### src/rtl/uigr_pad_sniffer.sv
// uigr_pad_sniffer
//   Passive snooper on the SNES controller port. Synchronises and deglitches the three pad
//   lines, reassembles each poll into an active-high button word in uIGR bit order, flags
//   polls cut short by a new latch, and reports when the console stops polling.
// Ports
//   clk, rst         system clock, asynchronous active-high reset
//   gamepad_data     pad serial data (active-low, async)
//   gamepad_clk      pad shift clock (async)
//   gamepad_latch    pad latch (active-high, async)
//   buttons          last complete poll, active-high
//   frame_valid      1-cycle pulse when buttons is updated
//   frame_changed    1-cycle pulse with frame_valid when the word changed
//   frame_error      1-cycle pulse when a poll is aborted early
//   latch_tick       1-cycle pulse per filtered latch rising edge
//   polling_lost     level, no latch seen for TIMEOUT_CYCLES
module uigr_pad_sniffer #(
    parameter int unsigned SYNC_STAGES    = 2,
    parameter int unsigned GLITCH_CYCLES  = 4,
    parameter int unsigned FRAME_BITS     = 16,
    parameter int unsigned TIMEOUT_CYCLES = 5_000_000
) (
    input  logic        clk,
    input  logic        rst,
    input  logic        gamepad_data,
    input  logic        gamepad_clk,
    input  logic        gamepad_latch,
    output logic [15:0] buttons,
    output logic        frame_valid,
    output logic        frame_changed,
    output logic        frame_error,
    output logic        latch_tick,
    output logic        polling_lost
);

    // Line vector order: [0]=latch, [1]=clk, [2]=data. Idle levels: latch low, clk/data high.
    localparam logic [2:0] LINE_RST = 3'b110;
    localparam int unsigned GCW = (GLITCH_CYCLES > 1) ? $clog2(GLITCH_CYCLES) : 1;

    typedef enum logic [1:0] {StIdle, StLatched, StShift} state_e;

    logic [SYNC_STAGES-1:0][2:0] sync_q, sync_d;
    logic [2:0]                  filt_q, filt_d;
    logic [2:0][GCW-1:0]         gcnt_q, gcnt_d;

    state_e      state_q, state_d;
    logic [4:0]  count_q, count_d;
    logic [4:0]  count_inc;
    logic [15:0] shadow_q, shadow_d;
    logic        done_q, done_d;
    logic [15:0] buttons_q, buttons_d;
    logic        frame_valid_q, frame_valid_d;
    logic        frame_changed_q, frame_changed_d;
    logic        frame_error_q, frame_error_d;
    logic        latch_tick_q, latch_tick_d;
    logic [31:0] tmo_q, tmo_d;
    logic        polling_lost_q, polling_lost_d;

    logic latch_rise, latch_fall, clk_fall;

    // Front end: identical synchroniser + glitch filter per line keeps data aligned with clk.
    always_comb begin
        sync_d    = sync_q;
        sync_d[0] = {gamepad_data, gamepad_clk, gamepad_latch};
        for (int s = 1; s < int'(SYNC_STAGES); s++) begin
            sync_d[s] = sync_q[s-1];
        end
        filt_d = filt_q;
        gcnt_d = gcnt_q;
        for (int i = 0; i < 3; i++) begin
            if (sync_q[SYNC_STAGES-1][i] == filt_q[i]) begin
                gcnt_d[i] = '0;
            end else if (gcnt_q[i] == GCW'(GLITCH_CYCLES - 1)) begin
                // GLITCH_CYCLES-th consecutive differing sample: accept the new level.
                filt_d[i] = sync_q[SYNC_STAGES-1][i];
                gcnt_d[i] = '0;
            end else begin
                gcnt_d[i] = gcnt_q[i] + 1'b1;
            end
        end
    end

    // Edges are taken on the filter's next value so the FSM acts in the same edge the
    // filtered line changes; frame completion is then registered one cycle later.
    assign latch_rise = ~filt_q[0] &  filt_d[0];
    assign latch_fall =  filt_q[0] & ~filt_d[0];
    assign clk_fall   =  filt_q[1] & ~filt_d[1];
    assign count_inc  = count_q + 5'd1;

    always_comb begin
        state_d         = state_q;
        count_d         = count_q;
        shadow_d        = shadow_q;
        done_d          = 1'b0;
        buttons_d       = buttons_q;
        frame_valid_d   = 1'b0;
        frame_changed_d = 1'b0;
        frame_error_d   = 1'b0;
        latch_tick_d    = 1'b0;

        // Publish a completed poll; shadow_q still holds it even if a latch clears shadow_d.
        if (done_q) begin
            buttons_d       = shadow_q;
            frame_valid_d   = 1'b1;
            frame_changed_d = (shadow_q != buttons_q);
        end

        // Latch has priority over a coincident clk fall.
        if (latch_rise) begin
            latch_tick_d  = 1'b1;
            frame_error_d = (state_q == StShift) && (count_q < 5'(FRAME_BITS));
            state_d       = StLatched;
            count_d       = '0;
            shadow_d      = '0;
        end else begin
            unique case (state_q)
                StLatched: begin
                    if (latch_fall) begin
                        state_d = StShift;
                    end
                end
                StShift: begin
                    if (clk_fall) begin
                        shadow_d[count_q[3:0]] = ~filt_q[2];
                        count_d                = count_inc;
                        if (count_inc == 5'(FRAME_BITS)) begin
                            done_d  = 1'b1;
                            state_d = StIdle;
                        end
                    end
                end
                StIdle: begin
                    // Extra reads past the frame are ignored; count stays saturated.
                end
                default: state_d = StIdle;
            endcase
        end
    end

    always_comb begin
        if (latch_rise) begin
            tmo_d = '0;
        end else if (tmo_q == 32'(TIMEOUT_CYCLES)) begin
            tmo_d = tmo_q;
        end else begin
            tmo_d = tmo_q + 32'd1;
        end
        polling_lost_d = (tmo_d == 32'(TIMEOUT_CYCLES));
    end

    always_ff @(posedge clk or posedge rst) begin
        if (rst) begin
            sync_q          <= {SYNC_STAGES{LINE_RST}};
            filt_q          <= LINE_RST;
            gcnt_q          <= '0;
            state_q         <= StIdle;
            count_q         <= '0;
            shadow_q        <= '0;
            done_q          <= 1'b0;
            buttons_q       <= '0;
            frame_valid_q   <= 1'b0;
            frame_changed_q <= 1'b0;
            frame_error_q   <= 1'b0;
            latch_tick_q    <= 1'b0;
            tmo_q           <= '0;
            polling_lost_q  <= 1'b0;
        end else begin
            sync_q          <= sync_d;
            filt_q          <= filt_d;
            gcnt_q          <= gcnt_d;
            state_q         <= state_d;
            count_q         <= count_d;
            shadow_q        <= shadow_d;
            done_q          <= done_d;
            buttons_q       <= buttons_d;
            frame_valid_q   <= frame_valid_d;
            frame_changed_q <= frame_changed_d;
            frame_error_q   <= frame_error_d;
            latch_tick_q    <= latch_tick_d;
            tmo_q           <= tmo_d;
            polling_lost_q  <= polling_lost_d;
        end
    end

    assign buttons       = buttons_q;
    assign frame_valid   = frame_valid_q;
    assign frame_changed = frame_changed_q;
    assign frame_error   = frame_error_q;
    assign latch_tick    = latch_tick_q;
    assign polling_lost  = polling_lost_q;

endmodule
### config.mk
export PLATFORM = sky130hd
export DESIGN_NAME = uigr_pad_sniffer
export DESIGN_NICKNAME = d
export VERILOG_FILES = /design/src/rtl/uigr_pad_sniffer.sv
export SDC_FILE = /design/constraint.sdc
export NUM_CORES = 1
export LEC_CHECK = 0
export CAP_MARGIN = 20
export CORE_AREA = 10 10 169 92
export CTS_CLUSTER_DIAMETER = 30
export DETAILED_ROUTE_END_ITERATION = 8
export DIE_AREA = 0 0 179 102
export PLACE_DENSITY = 0.64
export SLEW_MARGIN = 20
export SYNTH_ARGS = -nofsm -noshare
export SYNTH_HDL_FRONTEND = slang
export SYNTH_SLANG_ARGS = --single-unit
export TNS_END_PERCENT = 10
### constraint.sdc
create_clock -name clk -period 7.1 [get_ports clk]
set_input_delay 1.775 -clock clk [delete_from_list [all_inputs] [get_ports clk]]
set_output_delay 1.775 -clock clk [all_outputs]
set_load 0.1 [all_outputs]
==> results.txt, run 1 <==
The maximum clock insertion buffer count came out at 2. Counting both buffers and inverters, the worst setup path holds a total of 1. The fraction of final layout cells with drive strength greater than 1 is 11.4%. The count of unique library cells instantiated by Yosys is 52. After detailed routing, the number of remaining DRC violations is 0. The final wirelength is 8.98 mm. The post-CTS setup buffer count came out at 0.

The initial utilization of the core area, before any placement, comes to 35.6%. The number of enable flip-flop cells after synthesis came out at 0. The tree built by TritonCTS fans out to 92 sinks. The number of standard cells after synthesis is 420.

The Yosys warning count came out at 0. The count of cells resized by post-cts repair is 0. The count of final max-slew check failures came out at 0. OpenSTA, run right after detailed placement, puts the worst setup slack at 3690 ps. After synthesis, flip-flops and latches occupy 51.8% of the total area. The nature of the critical path endpoint is an output pin. Setup violations remaining at the end of the flow were counted as 0. The floorplan step set the die height to 102 µm. At the worst endpoint, the required time is 5330 ps. The antenna diode count is 0. The slew at the pin with the worst max-slew slack is 988 ps. The clock root buffer is sky130_fd_sc_hd__clkbuf_16. The average cell area after synthesis came out at 10.6 µm².

The max capacitance violation total is 0. The pin count of the biggest net entering global routing is 58. The critical path ends at buttons[7]. The first global-routing pass estimated 15.5 mm of wire.

After detailed routing, the average wire length per cell comes to 14.6 µm. At the end of routability-driven placement, the weighted congestion stood at 0.827. The tightest hold path in the finished design has a slack of 349 ps. The met1 capacity usage during global routing came out at 13.5%. The setup skew after layout came out at 6.43 ps. During I/O placement, the number of pins put on the boundary was 26. In the layout the commonest cells are sky130_fd_sc_hd__dfrtp_1, sky130_fd_sc_hd__nor2_1, sky130_fd_sc_hd__xnor2_1. The port buffer count came out at 25. The floorplan step defined a die boundary enclosing 18,300 µm². The cell row count is 29. The critical path goes through clkdlybuf4s50_1. Measured in cells, the most critical reg-to-reg path has a length of 8. The critical path is of the flop to output pin type. The detailed-route via count came out at 3,063. For the worst setup path, the data arrival time is 1900 ps. Setup repair after global routing left no endpoint under its margin.

The cell family contributing the most delay on the critical path is buffers and inverters. The worst setup slack for register-to-register paths is 3930 ps. The worst register-to-register path begins at gcnt_q[0]. The number of failing hold endpoints at the final stage came out at 0. The number of antenna violations at the first check in global routing came to 0. Detailed placement finished with a half-perimeter wire length of 6.19 mm. Clock-pin slew was measured on the worst setup and hold paths at 70 ps. For this run, global-route usage on met3 was measured as 3.64%.

The total nets after synthesis is 434. The min-delay analysis places its worst path in the category flop to flop. The CTS H-tree depth is 3.

The core area came out at 12,500 µm². The fraction of registers with async set or reset after synthesis is 100%. The clock latency on the worst-skew pair came out at 350 ps. For this run, the post-layout net count is 455. The number of instances in the placed design is 600. Among all stages on the critical path, the largest delay is contributed by sky130_fd_sc_hd__clkdlybuf4s50_1. The tightest slew margin relative to the limit is 33.9%. After global routing, the most crowded layer is met2.

The terminus of the critical flop-to-flop path is polling_lost. TritonCTS built the clock tree. The detail-routed via count per cell came out at 4.97. Static timing analysis puts the maximum clock frequency at 272 MHz. The final setup slack of the worst path is 3430 ps. The met2 track demand over resource came out at 16.7%. The stage delay of the slowest cell on the critical path came out at 1150 ps.

The most critical setup path has its startpoint at buttons[7]. The detailed router finished its first iteration with 243 violations. The clock period could shrink to 3670 ps. The nature of the critical path startpoint is a flop. Along the worst path, the maximum fanout reaches 3. The area growth from synthesis to layout came out at 17.2%. The clock buffer count from CTS is 9. The global routing usage summed across all routing layers is 10.6%. The power density normalized to cell area is 264 nW/µm². The most frequently used flop master after synthesis is sky130_fd_sc_hd__dfrtp_1. The worst path uses 51.7% of the clock period. The area of the mapped netlist is 4460 µm². The floorplan die width came out at 179 µm.

The critical path depth in cells is 1. The number of global-route vias before repair came out at 3,121. The maximum vdd drop came out at 0.130 mV. The number of routed nets with antenna violations is 0. The setup total negative slack is 0 ps.

The hold buffer count at cts came out at 0. The register bit count reported by yosys came out at 92. The total grt overflow is 0. The leading cell type in the layout, fill and taps excluded is sky130_fd_sc_hd__dfrtp_1.

Once layout is complete, the cells apart from fillers number 616. The analysis attributes to cell leakage a power of 2.20 nW. The flow ran to the end, and the final reports show no timing, DRC or antenna violations. The first TritonRoute pass finished after 4 iterations.
## registers in the layout, summed over array words and instances, names as in the netlist, 2 cells and up
register  count
tmo_q        32
buttons      16
shadow_q     16
gcnt_q        6
count_q       5
filt_q        3
sync_d        3
sync_q        3
state_q       2
## kinds of logic (layout without fill, tap and decap cells)
family,Yosys count,count (layout),share of synthesized area [%]
and+or+nand+nor,177,177,20.9
muxes,20,20,5.00
adders and majority gates,9,9,2.53
AOI/OAI and AO/OA,42,42,6.99
xor gates and xnor gates,53,53,10.4
DFF,92,92,51.8
buffers and inverters,27,53,2.33
## cell type report
| cell class | count | area (µm²) |
|---|---|---|
| fillers | 1190 | 7290 |
| flip-flops and latches | 92 | 2310 |
| multi-input cells | 301 | 2040 |
| repair buffers | 27 | 265 |
| clock buffers | 9 | 225 |
| well taps | 170 | 213 |
| clock inverters | 7 | 130 |
| inverters | 10 | 38.8 |
## metal layers
metal | routed length, µm | vias to the layer above
met5 | 0 | -
met4 | 82 | 0
met3 | 366 | 7
met2 | 4130 | 37
met1 | 4400 | 1496
li1 | - | 1523
## per-stage QoR
stage          total power, mW  util [%]  instance area, µm²
5_1_grt                   1.46      41.7                5230
6_report                  1.38      41.7                5230
4_1_cts                   1.39      41.7                5230
3_5_place_dp             0.822      38.9                4870
3_3_place_gp             0.818      38.9                4870
2_1_floorplan            0.777         -                4460
## how the worst min path moves through the flow
| stage | startpoint | endpoint | slack (ps) | cells past startpoint |
|---|---|---|---|---|
| after floorplan | sync_d[3] | sync_q[3] | 330 | 0 |
| after global placement | sync_d[3] | sync_q[3] | 330 | 0 |
| after detailed placement | sync_d[3] | sync_q[3] | 340 | 0 |
| after CTS | sync_d[3] | sync_q[3] | 350 | 0 |
| after global routing | sync_d[4] | sync_q[4] | 370 | 0 |
| final | sync_d[3] | sync_q[3] | 350 | 0 |
## cell usage after synthesis, types with 4 or more instances
cell / n / area share [%]
sky130_fd_sc_hd__and3_1: 6 / 0.84
sky130_fd_sc_hd__inv_1: 9 / 0.76
sky130_fd_sc_hd__nand3_1: 20 / 2.2
sky130_fd_sc_hd__ha_1: 9 / 2.5
sky130_fd_sc_hd__nor2_1: 62 / 5.2
sky130_fd_sc_hd__nand2_1: 19 / 1.6
sky130_fd_sc_hd__xnor2_1: 33 / 6.5
sky130_fd_sc_hd__xor2_1: 20 / 3.9
sky130_fd_sc_hd__dfstp_2: 6 / 3.5
sky130_fd_sc_hd__nand2b_1: 4 / 0.56
sky130_fd_sc_hd__dfrtp_1: 86 / 48
sky130_fd_sc_hd__a21oi_1: 9 / 1.0
sky130_fd_sc_hd__nand4_1: 11 / 1.5
sky130_fd_sc_hd__clkbuf_1: 12 / 1.0
sky130_fd_sc_hd__o31ai_1: 4 / 0.67
sky130_fd_sc_hd__nor2b_1: 7 / 0.98
sky130_fd_sc_hd__mux2_2: 18 / 4.5
sky130_fd_sc_hd__o21ai_0: 4 / 0.45
sky130_fd_sc_hd__nor4_1: 10 / 1.4
sky130_fd_sc_hd__nor3_1: 8 / 0.90
sky130_fd_sc_hd__and2_1: 5 / 0.70
sky130_fd_sc_hd__a211oi_1: 10 / 1.7
sky130_fd_sc_hd__or4_1: 6 / 1.0
## power breakdown
part / leakage, nW / switching (mW) / internal (mW)
combinational: 0.793 / 0.0996 / 0.0756
sequential: 1.23 / 0.0589 / 0.578
clock: 0.174 / 0.216 / 0.351
total: 2.20 / 0.375 / 1.00
No activity file was read; power rests on OpenSTA's default activity.
==> inputs of run 2 (changes only) <==
==> constraint.sdc (replaced) <==
create_clock -name clk -period 3.7 [get_ports clk]
set_input_delay 0.925 -clock clk [delete_from_list [all_inputs] [get_ports clk]]
set_output_delay 0.925 -clock clk [all_outputs]
set_load 0.1 [all_outputs]
==> results.txt, run 2 (same netlist as run 1, synthesis figures left out) <==
The flow ran to the end, and the final reports show no timing, DRC or antenna violations. The max capacitance violation total came out at 0 (unchanged). The final wirelength came to 9.29 mm (+3.5%).

The clock-pin slew on the worst setup and hold paths is 60 ps (about the same). The leakage dissipation was 2.20 nW (+0.16%). The setup skew after layout is 6.36 ps (-0.0701 ps).

The layer flagged by global routing as most heavily used is met2. The core area was 12,500 µm² (unchanged). The total I/O pin count is 26 (unchanged). The clock root buffer is sky130_fd_sc_hd__clkbuf_16. The port buffer count is 25 (unchanged). The clock network power share is 35.5% (-5.6 points). The DRC violation total after the first TritonRoute iteration is 247 (+1.6%). The pin count of the biggest net entering global routing came out at 57 (-1.7%). The post-detailed-route wirelength per cell came out at 15.0 µm (+3.2%). The global routing usage summed across all routing layers is 10.6% (+0.045 points). The number of flip-flops in the largest register came out at 32 (unchanged). The count of final max-slew check failures is 0 (unchanged). The slew at the pin with the worst max-slew slack is 977 ps (-11.3 ps). The height of the die came to 102 µm (unchanged). The met2 track demand over resource came out at 16.6% (-0.11 points). The setup total negative slack came out at 0 ps (unchanged). The number of global-route vias before repair is 3,175 (+1.7%).

The sequential share of power is 50.0% (+3.8 points). The initial standard-cell utilization of the core came to 35.6% (unchanged). The count of cells resized by post-cts repair is 0 (unchanged). The required time at the endpoint of the critical path came to 3950 ps (-1380 ps).

The internal power is 1.72 mW (+71%). The power density normalized to cell area is 474 nW/µm² (+80%). The smallest clock period supported by the final layout is computed as 2910 ps.

The detailed-route via count is 3,122 (+1.9%). The post-layout instance count excluding filler cells is 618 (+0.32%). The leading cell type in the layout, fill and taps excluded is sky130_fd_sc_hd__dfrtp_1.

The global-route wire length before repair came out at 15.6 mm (+0.80%). TritonCTS built the clock tree. The combinational cell fraction of total power came to 14.5% (+1.8 points). The arrival time of the worst setup path is 3160 ps (+1260 ps). The critical path is of the flop to flop type. The clock latency on the worst-skew pair came to 340 ps (about the same).

The total grt overflow came out at 0 (unchanged). The fraction of final layout cells with drive strength greater than 1 came out at 15.0% (+3.5 points). The floorplan die area is 18,300 µm² (unchanged). The number of instances in the placed design came out at 602 (+0.33%).

The tightest slew margin relative to the limit is 34.7% (+0.76 points). The register with the most flip-flops in the final layout is tmo_q. The nature of the critical path endpoint is a flop. The final-report setup violation count was 0 (unchanged). The final critical path takes up 78.8% of the cycle. The number of routed nets with antenna violations came out at 0 (unchanged). The floorplan die width is 179 µm (unchanged). The share of the core filled with cells came out at 41.0% (-0.70 points). The TritonCTS sink count came out at 92 (unchanged). The detailed-router iteration count before antenna repair is 4 (unchanged). The biggest fanout along the worst timing path was 15 (+12). Setup repair after global routing left no endpoint under its margin.

The cell row count is 29 (unchanged). The number of nets in the finished design came out at 457 (+0.44%). The net switching fraction of the power came out at 29.4% (+2.3 points). The antenna diode count came out at 0 (unchanged). The met1 capacity usage during global routing was 13.5% (+0.021 points).

The clock buffer count from CTS came out at 9 (unchanged). The hold buffer count at cts is 0 (unchanged). The net switching power was 0.718 mW (+92%).

The maximum clock insertion buffer count was 2 (unchanged). The total power of the final layout came out at 2.44 mW (+77%). The CTS H-tree depth is 3 (unchanged). The fmax is 343 MHz. The library cells used most frequently in the layout, excluding fill and tap cells, are sky130_fd_sc_hd__dfrtp_1, sky130_fd_sc_hd__nor2_1, sky130_fd_sc_hd__xnor2_1. The number of failing hold endpoints at the final stage came out at 0 (unchanged). The weighted congestion at the end of routability-driven global placement came to 0.858 (+3.7%). The tightest min-delay check is of the flop to flop type. The met3 usage in global routing came out at 3.50% (-0.15 points). The area growth from synthesis to layout came out at 15.3%. The detailed-route DRC error count came out at 0 (unchanged).

The final HPWL from detailed placement is 6.38 mm (+3.2%). The maximum vdd drop came to 0.239 mV (+83%). STA classifies the critical path startpoint as a flop. The post-CTS setup buffer count came out at 0 (unchanged). The number of antenna violations at the first check in global routing is 0 (unchanged).

The detail-routed via count per cell is 5.05 (+1.6%).
run 2: cell types whose count changed in the layout (fill, tap and decap cells not counted):
cell,delta
sky130_fd_sc_hd__buf_12,+1
sky130_fd_sc_hd__buf_4,+16
sky130_fd_sc_hd__bufinv_16,-3
sky130_fd_sc_hd__clkbuf_1,+1
sky130_fd_sc_hd__clkdlybuf4s50_1,-15
sky130_fd_sc_hd__clkinv_2,+1
sky130_fd_sc_hd__clkinvlp_4,+2
sky130_fd_sc_hd__inv_8,-1
run 2: worst paths after layout:
| path | start | end | slack, ps | cells after the start |
|---|---|---|---|---|
| worst max-delay path | tmo_q[8] | polling_lost | 790 | 7 |
| worst min register to register | sync_d[3] | sync_q[3] | 350 | 0 |
| min in group asynchronous | rst | tmo_q[13] | 990 | 2 |
| worst max register to register | tmo_q[8] | polling_lost | 790 | 7 |
| worst min-delay path | sync_d[3] | sync_q[3] | 350 | 0 |
| max in group asynchronous | rst | filt_q[2] | 1960 | 3 |
run 2: metrics by stage:
step	hold WS (ps)	area, µm²	setup WS [ps]
after floorplan	331	4460	393
after global placement	340	4860	883
after detailed placement	340	4860	836
after CTS	354	5140	800
after global routing	361	5140	508
final	351	5140	785
run 2: power by group through the flow:
stage / registers [mW] / clock network (mW) / logic (mW)
final: 1.22 / 0.865 / 0.354
after global routing: 1.23 / 0.935 / 0.402
after CTS: 1.22 / 0.890 / 0.358
after detailed placement: 1.24 / 0 / 0.353
after global placement: 1.23 / 0 / 0.343
after floorplan: 1.19 / 0 / 0.304
run 2: per-layer routing:
metal / wire length (µm) / vias up
li1: - / 1529
met1: 4500 / 1531
met2: 4260 / 56
met3: 430 / 6
met4: 101 / 0
met5: 0 / -
run 2: area by class of cell:
type	instances	area [µm²]
flip-flops and latches	92	2310
multi-input cells	301	2040
repair buffers	29	255
clock inverters	6	48.8
clock buffers	10	229
inverters	10	38.8
well taps	170	213
fillers	1236	7380
run 2: worst max-delay path: stages, from the launching register on:
cell	delay (ps)
sky130_fd_sc_hd__dfrtp_1	450
sky130_fd_sc_hd__nand4_1	170
sky130_fd_sc_hd__or4b_1	830
sky130_fd_sc_hd__o31ai_4	330
sky130_fd_sc_hd__a21oi_2	80
sky130_fd_sc_hd__or4_1	520
sky130_fd_sc_hd__nor4_1	210
sky130_fd_sc_hd__nor4b_2	220
